### config.mk
export PLATFORM = sky130hd
export DESIGN_NAME = sequence_control_mc
export DESIGN_NICKNAME = d
export VERILOG_FILES = /design/src/rtl/seq_ctrl_pkg.sv /design/src/rtl/seq_branch_eval.sv /design/src/rtl/sequence_control_mc.sv
export SDC_FILE = /design/constraint.sdc
export NUM_CORES = 1
export LEC_CHECK = 0
export CAP_MARGIN = 20
export CORE_AREA = 3 3 97 99
export DETAILED_ROUTE_END_ITERATION = 12
export DIE_AREA = 0 0 100 102
export PLACE_DENSITY = 0.56
export SYNTH_ARGS = -nofsm -noshare
export SYNTH_HDL_FRONTEND = slang
export SYNTH_SLANG_ARGS = --single-unit
### constraint.sdc
create_clock -name Clk -period 5.2 [get_ports Clk]
set_input_delay 0.52 -clock Clk [delete_from_list [all_inputs] [get_ports Clk]]
set_output_delay 0.52 -clock Clk [all_outputs]
set_load 0.02 [all_outputs]
### src/rtl/seq_ctrl_pkg.sv
// Shared definitions for the multicycle instruction sequencer:
// opcodes, branch condition codes, state encoding and datapath mux select codes.
package seq_ctrl_pkg;

   // Controller states, 4-bit encoding
   typedef enum logic [3:0] {
      StReset  = 4'd0,
      StFetch  = 4'd1,
      StDecode = 4'd2,
      StMem    = 4'd3,
      StHalt   = 4'd4,
      StFault  = 4'd5,
      StIrq    = 4'd6
   } seq_state_e;

   // Opcodes (IR[DataWidth-1 -: 4])
   localparam logic [3:0] OpNop = 4'd0;
   localparam logic [3:0] OpLdi = 4'd1;
   localparam logic [3:0] OpLd  = 4'd2;
   localparam logic [3:0] OpSt  = 4'd3;
   localparam logic [3:0] OpStx = 4'd4;
   localparam logic [3:0] OpJpl = 4'd5;
   localparam logic [3:0] OpRet = 4'd6;
   localparam logic [3:0] OpBrd = 4'd7;
   localparam logic [3:0] OpAlu = 4'd8;
   localparam logic [3:0] OpHlt = 4'd15;

   // Branch condition codes
   localparam logic [1:0] CnBeq = 2'b00;
   localparam logic [1:0] CnBne = 2'b01;
   localparam logic [1:0] CnBlt = 2'b10;
   localparam logic [1:0] CnBcs = 2'b11;

   // PC source select
   localparam logic [1:0] PcSrcBranch = 2'b00;
   localparam logic [1:0] PcSrcReturn = 2'b01;
   localparam logic [1:0] PcSrcReg    = 2'b10;
   localparam logic [1:0] PcSrcIrqVec = 2'b11;

   // Register-file write data select
   localparam logic [1:0] DataSrcZext = 2'b00;
   localparam logic [1:0] DataSrcMem  = 2'b01;
   localparam logic [1:0] DataSrcAlu  = 2'b10;

   // Memory address select
   localparam logic [1:0] AddrSrcPc = 2'b00;
   localparam logic [1:0] AddrSrcIr = 2'b10;

   // Opcodes 9..14 are not assigned
   function automatic logic is_illegal_op(input logic [3:0] op);
      return (op >= 4'd9) && (op <= 4'd14);
   endfunction

endpackage

### src/rtl/seq_branch_eval.sv
// Branch condition evaluator: condition code plus {V,N,C,Z} flags -> taken.
module seq_branch_eval
   import seq_ctrl_pkg::*;
(
   input  logic [1:0] Cn,
   input  logic [3:0] Flags,
   output logic       Taken
);

   logic flag_v, flag_n, flag_c, flag_z;

   assign {flag_v, flag_n, flag_c, flag_z} = Flags;

   // Decode the condition against the current flags
   always_comb begin
      Taken = 1'b0;
      unique case (Cn)
         CnBeq:   Taken = flag_z;
         CnBne:   Taken = ~flag_z;
         CnBlt:   Taken = flag_n ^ flag_v;
         CnBcs:   Taken = flag_c;
         default: Taken = 1'b0;
      endcase
   end

endmodule

### src/rtl/sequence_control_mc.sv
// Multicycle instruction sequencer with MEM_Req/MEM_Rdy wait states, timeout fault,
// retired-instruction counter and optional interrupt entry.
// Optional feature: define SEQ_IRQ_EN to enable the IRQ state, IE flag and IrqAck.
module sequence_control_mc
   import seq_ctrl_pkg::*;
#(
   parameter int unsigned DataWidth  = 16,
   parameter int unsigned WaitMax    = 15,
   parameter int unsigned CountWidth = 32
) (
   input  logic                  Clk,
   input  logic                  Reset,
   input  logic [DataWidth-1:0]  IR,
   input  logic [3:0]            ALU_FlgsIn,
   input  logic                  MEM_Rdy,
   input  logic                  Irq,
   output logic                  MEM_Req,
   output logic                  MEM_Wr,
   output logic [1:0]            ADDR_Src,
   output logic                  IR_Ld,
   output logic                  PC_Inc,
   output logic                  PC_Ld,
   output logic                  PC_Rst,
   output logic                  STK_Ld,
   output logic                  BRA_Src,
   output logic                  REG_WE,
   output logic                  FLG_Ld,
   output logic [1:0]            PC_Src,
   output logic [1:0]            DATA_Src,
   output logic                  Src1_Sel,
   output logic                  IrqAck,
   output logic                  Halt,
   output logic                  Fault,
   output logic [CountWidth-1:0] InstRet
);

   localparam logic [7:0] WaitLimit = 8'(WaitMax);

   seq_state_e            state_q, state_d;
   logic [7:0]            wait_cnt_q, wait_cnt_d;
   logic [CountWidth-1:0] inst_ret_q;
   logic                  retire;
   logic                  irq_take;
   logic                  br_taken;
   logic [3:0]            opcode;
   logic [1:0]            cond;
   logic                  unused_bits;

   assign opcode  = IR[DataWidth-1 -: 4];
   assign cond    = IR[DataWidth-5 -: 2];
   assign InstRet = inst_ret_q;

`ifdef SEQ_IRQ_EN
   logic ie_q, ie_d;
   assign irq_take    = Irq & ie_q;
   assign unused_bits = ^IR[DataWidth-7:0];
`else
   assign irq_take    = 1'b0;
   assign unused_bits = ^{IR[DataWidth-7:0], Irq};
`endif

   seq_branch_eval u_branch_eval (
      .Cn    (cond),
      .Flags (ALU_FlgsIn),
      .Taken (br_taken)
   );

   // State register, wait counter, retire counter and interrupt enable
   always_ff @(posedge Clk) begin
      if (Reset) begin
         state_q    <= StReset;
         wait_cnt_q <= '0;
         inst_ret_q <= '0;
`ifdef SEQ_IRQ_EN
         ie_q       <= 1'b1;
`endif
      end else begin
         state_q    <= state_d;
         wait_cnt_q <= wait_cnt_d;
         if (retire) inst_ret_q <= inst_ret_q + 1'b1;
`ifdef SEQ_IRQ_EN
         ie_q       <= ie_d;
`endif
      end
   end

   // Next-state logic; wait counter defaults to 0 so it clears on every state entry
   always_comb begin
      state_d    = state_q;
      wait_cnt_d = '0;
      retire     = 1'b0;
`ifdef SEQ_IRQ_EN
      ie_d       = ie_q;
`endif
      case (state_q)
         StReset: state_d = StFetch;
         StFetch: begin
            if (MEM_Rdy)                          state_d = StDecode;
            else if (wait_cnt_q + 8'd1 == WaitLimit) state_d = StFault;
            else                                  wait_cnt_d = wait_cnt_q + 8'd1;
         end
         StDecode: begin
            if (opcode == OpLd || opcode == OpSt || opcode == OpStx) begin
               state_d = StMem;
            end else if (opcode == OpHlt) begin
               retire  = 1'b1;
               state_d = StHalt;
            end else if (is_illegal_op(opcode)) begin
               state_d = StFault;
            end else begin
               retire  = 1'b1;
               state_d = irq_take ? StIrq : StFetch;
`ifdef SEQ_IRQ_EN
               if (opcode == OpRet) ie_d = 1'b1;
`endif
            end
         end
         StMem: begin
            if (MEM_Rdy) begin
               retire  = 1'b1;
               state_d = irq_take ? StIrq : StFetch;
            end else if (wait_cnt_q + 8'd1 == WaitLimit) begin
               state_d = StFault;
            end else begin
               wait_cnt_d = wait_cnt_q + 8'd1;
            end
         end
         StHalt:  state_d = StHalt;
         StFault: state_d = StFault;
`ifdef SEQ_IRQ_EN
         StIrq: begin
            ie_d    = 1'b0;
            state_d = StFetch;
         end
`endif
         default: state_d = StFault;
      endcase
   end

   // Control outputs from state, IR, flags and MEM_Rdy
   always_comb begin
      MEM_Req  = 1'b0;
      MEM_Wr   = 1'b0;
      ADDR_Src = AddrSrcPc;
      IR_Ld    = 1'b0;
      PC_Inc   = 1'b0;
      PC_Ld    = 1'b0;
      PC_Rst   = 1'b0;
      STK_Ld   = 1'b0;
      BRA_Src  = 1'b0;
      REG_WE   = 1'b0;
      FLG_Ld   = 1'b0;
      PC_Src   = PcSrcBranch;
      DATA_Src = DataSrcZext;
      Src1_Sel = 1'b0;
      IrqAck   = 1'b0;
      Halt     = 1'b0;
      Fault    = 1'b0;
      case (state_q)
         StReset: PC_Rst = 1'b1;
         StFetch: begin
            MEM_Req  = 1'b1;
            ADDR_Src = AddrSrcPc;
            IR_Ld    = MEM_Rdy;
            PC_Inc   = MEM_Rdy;
         end
         StDecode: begin
            case (opcode)
               OpLdi: begin
                  REG_WE   = 1'b1;
                  DATA_Src = DataSrcZext;
               end
               OpJpl: begin
                  PC_Ld    = 1'b1;
                  PC_Src   = PcSrcReg;
                  Src1_Sel = 1'b1;
                  STK_Ld   = ~IR[DataWidth-5];
               end
               OpRet: begin
                  PC_Ld  = 1'b1;
                  PC_Src = PcSrcReturn;
               end
               OpBrd: begin
                  PC_Ld   = br_taken;
                  BRA_Src = br_taken;
                  PC_Src  = PcSrcBranch;
               end
               OpAlu: begin
                  REG_WE   = 1'b1;
                  FLG_Ld   = 1'b1;
                  DATA_Src = DataSrcAlu;
               end
               default: ;
            endcase
         end
         StMem: begin
            MEM_Req  = 1'b1;
            ADDR_Src = AddrSrcIr;
            if (opcode == OpSt) begin
               MEM_Wr   = 1'b1;
               Src1_Sel = 1'b0;
            end else if (opcode == OpStx) begin
               MEM_Wr   = 1'b1;
               Src1_Sel = 1'b1;
            end else if (MEM_Rdy) begin
               REG_WE   = 1'b1;
               DATA_Src = DataSrcMem;
            end
         end
         StHalt: Halt = 1'b1;
         StFault: begin
            Fault = 1'b1;
            Halt  = 1'b1;
         end
`ifdef SEQ_IRQ_EN
         StIrq: begin
            STK_Ld = 1'b1;
            PC_Ld  = 1'b1;
            PC_Src = PcSrcIrqVec;
            IrqAck = 1'b1;
         end
`endif
         default: ;
      endcase
      // A reset cycle must not commit anything into the datapath
      if (Reset) begin
         MEM_Wr = 1'b0;
         IR_Ld  = 1'b0;
         PC_Inc = 1'b0;
         PC_Ld  = 1'b0;
         STK_Ld = 1'b0;
         REG_WE = 1'b0;
         FLG_Ld = 1'b0;
         IrqAck = 1'b0;
      end
   end

endmodule

# --- Word level (Yosys, flattened, before mapping) ---
# Cells that the tools add are included.
op_classes:
  addsub: 2
  magnitude_cmp: 2
  n_eq_ne: 18
  n_mux: 50
  n_bitwise: 4
  reduce_logical: 10
ops:
  columns: ["cell", "n"]
  rows:
  - ["1-bit two-way mux", 33]
  - ["32-bit by 1-bit adder with 32-bit output (second input constant)", 1]
  - ["4-bit by 3-bit equality test with 1-bit output (second input constant)", 6]
  - ["4-bit case mux with 5 select lines", 1]
  - ["4-bit by 2-bit equality test with 1-bit output (second input constant)", 4]
  - ["4-bit two-way mux", 3]
  - ["3-bit two-way mux", 3]
  - ["8-bit by 1-bit adder with 8-bit output (second input constant)", 1]
  - ["4-bit by 1-bit equality test with 1-bit output (second input constant)", 2]
  - ["4-bit equality test (second input constant)", 2]
  - ["8-bit by 4-bit equality test with 1-bit output (second input constant)", 1]
  - ["1-bit case mux with 2 select lines", 4]
  - ["2-bit case mux with 2 select lines", 2]
  - ["2-bit OR reduction", 4]
  - ["2-bit two-way mux", 3]
  - ["2-bit equality test (second input constant)", 2]
  - ["4-bit >= comparator (second input constant)", 1]
  - ["4-bit <= comparator (second input constant)", 1]
  - ["4-bit zero test", 1]
  - ["1-bit case mux with 4 select lines", 1]
  - ["4-bit OR reduction", 1]
  - ["1-bit inverter", 3]
  - ["2-bit by 1-bit equality test with 1-bit output (second input constant)", 1]
  - ["2-bit zero test", 1]
  - ["3 further kinds", 4]
totals:
  register_bits: 44
  inputBits: 24
  output_inout_bits: 52
  elab_cells: 89

# --- Logic depth before layout (Yosys ltp) ---
# Gate-level depths: netlist of run 1.
logic_depth:
  word_depth: 6
  ltp_mapped: 9
  mapped_depth_nobuf: 6

# --- By module ---
# Synthesis of run 1 repeated with hierarchy kept, for this count alone.
hier_totals:
  cells_unflattened: 304
  hier_area_um2: 2434.8
modules_own_cells:
  columns: ["mod", "instances", "cells_per_inst", "area_per_inst_um2", "seq_area_each_um2"]
  rows:
  - ["sequence_control_mc", 1, 299, 2398.6, 880.8]
  - ["seq_branch_eval", 1, 5, 36.3, 0.0]

# --- Worst setup path after synthesis of run 1 ---
# OpenSTA, ideal clock, no wires.
synth_path:
  path_type: "in2out"
  from: "input port Reset"
  to: "output port PC_Inc"
  t_arrival_ns: 1.725
  required_time_ns: 4.680
  slack_ns: 2.955
  stages: 4
  path_buffers: 2
  path_cell_list: "clkbuf_1 -> nand3b_1 -> nor3b_1 -> buf_4"
synth_via:
  elab_chain_len: 1
synth_lines:
  columns: ["element", "line", "source"]
  rows:
  - ["start, declared", "sequence_control_mc.sv:12", "input logic Reset,"]
  - ["1-bit two-way mux", null, null]
  - ["end, declared", "sequence_control_mc.sv:21", "output logic PC_Inc,"]
# No other way between the ends.

# --- Worst setup path in the final report of run 1 ---
layout_path:
  from: "register state_q[1]"
  to: "output port PC_Ld"
layout_via:
  elab_chain_len: 3
layout_lines:
  columns: ["element", "line", "source"]
  rows:
  - ["start, declared", "sequence_control_mc.sv:39", "seq_state_e state_q, state_d;"]
  - ["start signal, assigned", "sequence_control_mc.sv:71", "state_q <= StReset;"]
  - ["start signal, assigned", "sequence_control_mc.sv:78", "state_q <= state_d;"]
  - ["4-bit by 2-bit equality test with 1-bit output", "sequence_control_mc.sv:159", "case (state_q)"]
  - ["1-bit two-way mux", "sequence_control_mc.sv:159", null]
  - ["1-bit two-way mux", "sequence_control_mc.sv:226", "if (Reset) begin"]
  - ["end, declared", "sequence_control_mc.sv:22", "output logic PC_Ld,"]
# No other way between the ends.

==> impl_metrics.yaml, run 1 <==
power:
  power_density_nw_per_um2: 189
  p_leak_uw: 0.000996
  ir_drop_uv: 107
synth:
  synth_warnings: 0
  synth_compound_area_frac: 0.167
  synth_top_area_cell: "dfxtp_1"
  synthArstFlopShare: 0
  dominantRegCellSynth: "dfxtp_1"
  synthSimpleGateAreaFrac: 0.345
  yosys_register_bits: 44
  synth_top_family_by_area: "simple AND/OR/NAND/NOR gates"
  synthesis.area_um2: 2500
  synth.avg_cell_area_um2: 8.05
  synth.area.mux_share: 0.0265
  synthAdderAreaFrac: 0.0150
  synthCells: 311
  synth-edff-count: 0
  synth-xor-area-share: 0.0350
  synth_area_leaders: "dfxtp_1 (35%), a21oi_1 (5.6%), or4_1 (5.4%)"
  ys_seq_area_frac: 0.352
  yosysTopAreaCellShare: 0.352
  synth.distinct_cells: 46
critical_path:
  crit_arrival_ns: 2.53
  crit_type: "flop to primary output"
  critical_path_required_ns: 4.68
  path_cells: "inv_2 > nor4_4 > nand3b_1 > nor4_1 > clkdlybuf4s50_1"
  max_stage_delay_ns: 0.67
  crit_slowest_cell: "clkdlybuf4s50_1"
  crit_path_max_fanout: 7
  end_kind: "primary output"
  crit_path_start_kind: "flop"
routing:
  drt-total-wl_mm: 6.41
  wl_per_cell_um: 13.7
  vias: 2423
  ant_nets: 0
  dr.pass1.iters: 4
  drt-initial-drc-count: 135
  drt-vias-per-instance: 5.17
  drcViolationCount: 0
floorplan:
  die_width_um: 100
  die_y_um: 102
  ios: 76
  die-area_um2: 10200
  rows: 34
  core_um2: 8640
  start_util: 0.290
global_route:
  antenna_found_initial: 0
  track_usage: 0.126
  grt_pass1_wl_mm: 10.6
  grt_max_degree: 40
  globalRouteOverflowTotal: 0
  grt_pass1_vias: 2197
outcome:
  outcome: "finished, final reports clean"
final_layout:
  stdcell_count: 469
  diodes: 0
  syn2layout_area_growth_pct: 30.5
  layout-drive-gt1-share: 0.0416
  n_fill_cell: 905
  nNetsFinal: 387
cts:
  clk_latency_ns: 0.29
  cts_buffer_depth: 2
  cts-resized-gates: 0
  clkTransAtPathRegs_ns: 0.08
  cts_made_buffers: 5
  clock-root-buffer: "clkbuf_8"
  postCtsHoldBufs: 0
  cts_tree: "built"
  htreeDepth: 2
  cts_sinks: 44
  cts_setup_buffers: 0
sta:
  max_freq_ghz: 0.327
  slew_viol_final: 0
  relSlewSlack: 0.324
  rsz0062_at_grt: "no"
  period_share: 0.587
  finalSetupTns_ns: 0
  min_period_ns: 3.05
  tightest_slew_ns: 1.01
  setup-violations-final: 0
  skew_ns: 0.0142
  hold_violations: 0
min_path:
  hold_path_class: "flop to flop"
placement:
  place.gp.congestion: 0.808
  hpwl_mm: 4.56
  portBuffers: 62
  placedCellCount: 461
run:
  cap_violations: 0
==> registers in the layout, indices dropped and copies added (netlist names) <==
| signal | cells |
|---|---|
| InstRet | 32 |
| wait_cnt_q | 8 |
| state_q | 4 |
==> cell families (layout without fill, tap and decap cells) <==
kind of cell | after synthesis | after routing
adder cells (fa/ha/maj) | 3 | 3
buffers and inverters | 31 | 79
AND/OR/NAND/NOR | 148 | 148
flip-flops | 44 | 44
AO/OA/AOI/OAI | 68 | 68
XOR/XNOR | 10 | 10
multiplexers | 6 | 6
other | 1 | 3
==> worst max-delay path: cells and delay by family, from the launching register on <==
kind	cells	cell delay, ns
flip-flops	1	0.48
AND/OR/NAND/NOR	3	0.99
buffers and inverters	2	0.79
==> routing by layer <==
layer,up-vias,part of all wire,global-route usage
met5,-,0,0
met4,0,0.0098,0.0342
met3,7,0.074,0.0403
met2,69,0.45,0.205
met1,1101,0.46,0.162
li1,1246,-,-
==> per-stage QoR <==
| step | cell area [um2] | util | total power (uW) | hold WS, ns | setup slack (ns) |
|---|---|---|---|---|---|
| after global routing | 3270 | 0.378 | 648 | 0.508 | 1.96 |
| after detailed placement | 3170 | 0.367 | 400 | 0.447 | 1.94 |
| after global placement | 3170 | 0.367 | 400 | 0.440 | 1.99 |
| after floorplan | 2510 | - | 382 | 0.426 | 2.96 |
| final | 3270 | 0.378 | 617 | 0.458 | 2.15 |
| after CTS | 3270 | 0.378 | 629 | 0.468 | 2.11 |
==> cells in the mapped netlist, drive strengths merged, types with 2 or more instances <==
cell    instances
dfxtp          44
a21oi          28
nor2           24
or4            18
o31ai          17
nand2          16
clkbuf         15
nand3          15
o21ai          14
and3           12
nand4          11
or3            10
buf             9
nor4            9
nor3            8
inv             7
nand2b          6
nor2b           6
xor2            6
mux2            5
nand3b          4
xnor2           4
ha              3
and2            2
and4            2
nor3b           2
o21a            2
==> worst paths after layout <==
check,depth (start not counted),endpoint,start,slack (ns)
min reg2reg,1,wait_cnt_q[0]$_SDFF_PP0_,wait_cnt_q[0]$_SDFF_PP0_,0.46
max,5,PC_Ld,state_q[1]$_SDFF_PP0_,2.15
max reg2reg,6,InstRet[11]$_SDFFE_PP0P_,state_q[1]$_SDFF_PP0_,2.54
min,1,wait_cnt_q[0]$_SDFF_PP0_,wait_cnt_q[0]$_SDFF_PP0_,0.46
==> cell type report <==
cell class / instances / area, um2 / area share
multi-input combinational: 238 / 1490 / 0.457
sequential: 44 / 881 / 0.270
timing repair buffer: 64 / 636 / 0.195
tap: 108 / 135 / 0.0414
clock buffer: 7 / 86.3 / 0.0264
inverter: 7 / 26.3 / 0.00805
clock inverter: 1 / 7.51 / 0.00230
==> power by group <==
group	internal, uW	switching, uW	total (uW)	leakage [uW]
Clock	108	116	224	0.0000445
Sequential	339	5.16	344	0.000355
Combinational	21.9	26.8	48.7	0.000596
==> cells in the final DEF (no fill, tap or decap), types with 8 or more instances in the layout <==
cell type / instances
or4_1: 18
clkdlybuf4s50_1: 62
nor4_1: 8
nor3_1: 8
nand4_1: 11
nor2_1: 23
or3_1: 10
and3_1: 12
nand2_1: 16
nand3_1: 15
o21ai_1: 10
dfxtp_1: 44
a21oi_1: 28
o31ai_1: 17
No activity file was read; power rests on OpenSTA's default activity.
==> run 2: changes to the inputs <==
==> constraint.sdc (replaced) <==
create_clock -name Clk -period 3.1 [get_ports Clk]
set_input_delay 0.31 -clock Clk [delete_from_list [all_inputs] [get_ports Clk]]
set_output_delay 0.31 -clock Clk [all_outputs]
set_load 0.02 [all_outputs]
==> impl_metrics.yaml, run 2 (synthesis gave the netlist of run 1 again) <==
routing:
  ant_nets: 0
  drt-total-wl_mm: 6.39
  vias: 2475
  drt-initial-drc-count: 100
  dr.pass1.iters: 4
  wl_per_cell_um: 13.6
  drt-vias-per-instance: 5.27
  drcViolationCount: 0
cts:
  cts_sinks: 44
  cts_made_buffers: 5
  clkTransAtPathRegs_ns: 0.08
  cts_tree: "built"
  htreeDepth: 2
  cts_buffer_depth: 2
  clock-root-buffer: "clkbuf_8"
  postCtsHoldBufs: 0
  clk_latency_ns: 0.29
  cts-resized-gates: 0
  cts_setup_buffers: 0
power:
  power_density_nw_per_um2: 327
  p_total_uw: 1080
  ir_drop_uv: 177
  p_leak_uw: 0.00102
critical_path:
  crit_type: "flop to primary output"
  max_stage_delay_ns: 0.67
  path_delay_family: "simple AND/OR/NAND/NOR gates"
  crit_cells: 5
  crit_path_max_fanout: 7
  end_kind: "primary output"
  path_buf_inv: 2
  crit_path_start_kind: "flop"
  path_cells: "inv_2 > nor4_4 > nand3b_1 > nor4_1 > clkdlybuf4s50_1"
  critical_path_required_ns: 2.79
  ff2ff_path_depth: 6
  crit_arrival_ns: 2.51
  crit_slowest_cell: "clkdlybuf4s50_1"
final_layout:
  layout-drive-gt1-share: 0.0470
  syn2layout_area_growth_pct: 31.6
  largest_register_ffs: 32
  mostFrequentLayoutCells: "clkdlybuf4s50_1 (62), dfxtp_1 (44), a21oi_1 (28)"
  final_common_cell: "clkdlybuf4s50_1"
  diodes: 0
  nNetsFinal: 390
sta:
  setup-violations-final: 0
  finalSetupTns_ns: 0
  skew_ns: 0.00844
  hold_violations: 0
  rsz0062_at_grt: "no"
  max_freq_ghz: 0.354
  period_share: 0.911
  hold_ws_ns: 0.463
  relSlewSlack: 0.653
  slew_viol_final: 0
  min_period_ns: 2.82
  tightest_slew_ns: 0.519
placement:
  hpwl_mm: 4.62
  portBuffers: 62
  place.gp.congestion: 0.831
global_route:
  grt_pass1_vias: 2268
  grt_max_degree: 37
  globalRouteOverflowTotal: 0
  antenna_found_initial: 0
  grt_pass1_wl_mm: 10.7
  track_usage: 0.125
floorplan:
  ios: 76
  die-area_um2: 10200
  start_util: 0.290
  rows: 34
  core_um2: 8640
  die_y_um: 102
  die_width_um: 100
min_path:
  hold_depth: 1
  hold_path_class: "flop to flop"
run:
  cap_violations: 0
outcome:
  outcome: "finished, final reports clean"
run 2: cell types whose count changed in the layout (fill, tap and decap cells not counted), sizes merged:
cell / change
clkbuf: -2
bufinv: +1
clkinvlp: -1
buf: +3
run 2: routing by layer:
metal | track usage | share of wire | vias up
li1 | - | - | 1251
met1 | 0.159 | 0.46 | 1140
met2 | 0.204 | 0.45 | 73
met3 | 0.0416 | 0.077 | 11
met4 | 0.0363 | 0.015 | 0
met5 | 0 | 0 | -
run 2: power by group:
part           leakage (uW)  internal, uW  total (uW)  switching (uW)
combinational      0.000610          37.8        82.9            45.1
sequential         0.000355           568         577            8.91
clock             0.0000501           231         417             185
total               0.00102           837        1080             239
run 2: metrics by stage:
stage / area, um2 / util / setup WS, ns / instances
finish: 3290 / 0.381 / 0.276 / 470
floorplan: 2510 / - / 1.07 / 313
global route: 3290 / 0.381 / 0.0816 / 470
global placement: 3190 / 0.370 / 0.484 / 464
CTS: 3290 / 0.381 / 0.248 / 470
detailed placement: 3190 / 0.370 / 0.490 / 464
run 2: path summary, 6_finish.rpt:
path	startpoint	endpoint	slack [ns]
max reg2reg	state_q[1]$_SDFF_PP0_	InstRet[30]$_SDFFE_PP0P_	0.75
max	state_q[1]$_SDFF_PP0_	PC_Ld	0.28
min reg2reg	wait_cnt_q[0]$_SDFF_PP0_	wait_cnt_q[0]$_SDFF_PP0_	0.46
min	wait_cnt_q[0]$_SDFF_PP0_	wait_cnt_q[0]$_SDFF_PP0_	0.46
run 2: cell type report:
| class | instances | area [um2] |
|---|---|---|
| clock inverter | 1 | 30.0 |
| inverter | 7 | 26.3 |
| timing repair buffer | 67 | 658 |
| fill | 906 | 5340 |
| multi-input combinational | 238 | 1490 |
| sequential | 44 | 881 |
| clock buffer | 5 | 68.8 |
| tap | 108 | 135 |
==> run 3: changes to the inputs <==
--- a/config.mk
+++ b/config.mk
@@ -10,6 +10,7 @@
 export DETAILED_ROUTE_END_ITERATION = 12
 export DIE_AREA = 0 0 100 102
 export PLACE_DENSITY = 0.56
+export SLEW_MARGIN = 20
 export SYNTH_ARGS = -nofsm -noshare
 export SYNTH_HDL_FRONTEND = slang
 export SYNTH_SLANG_ARGS = --single-unit
==> results of run 3 <==
Final layout, timing and power as in run 2 (identical DEF).
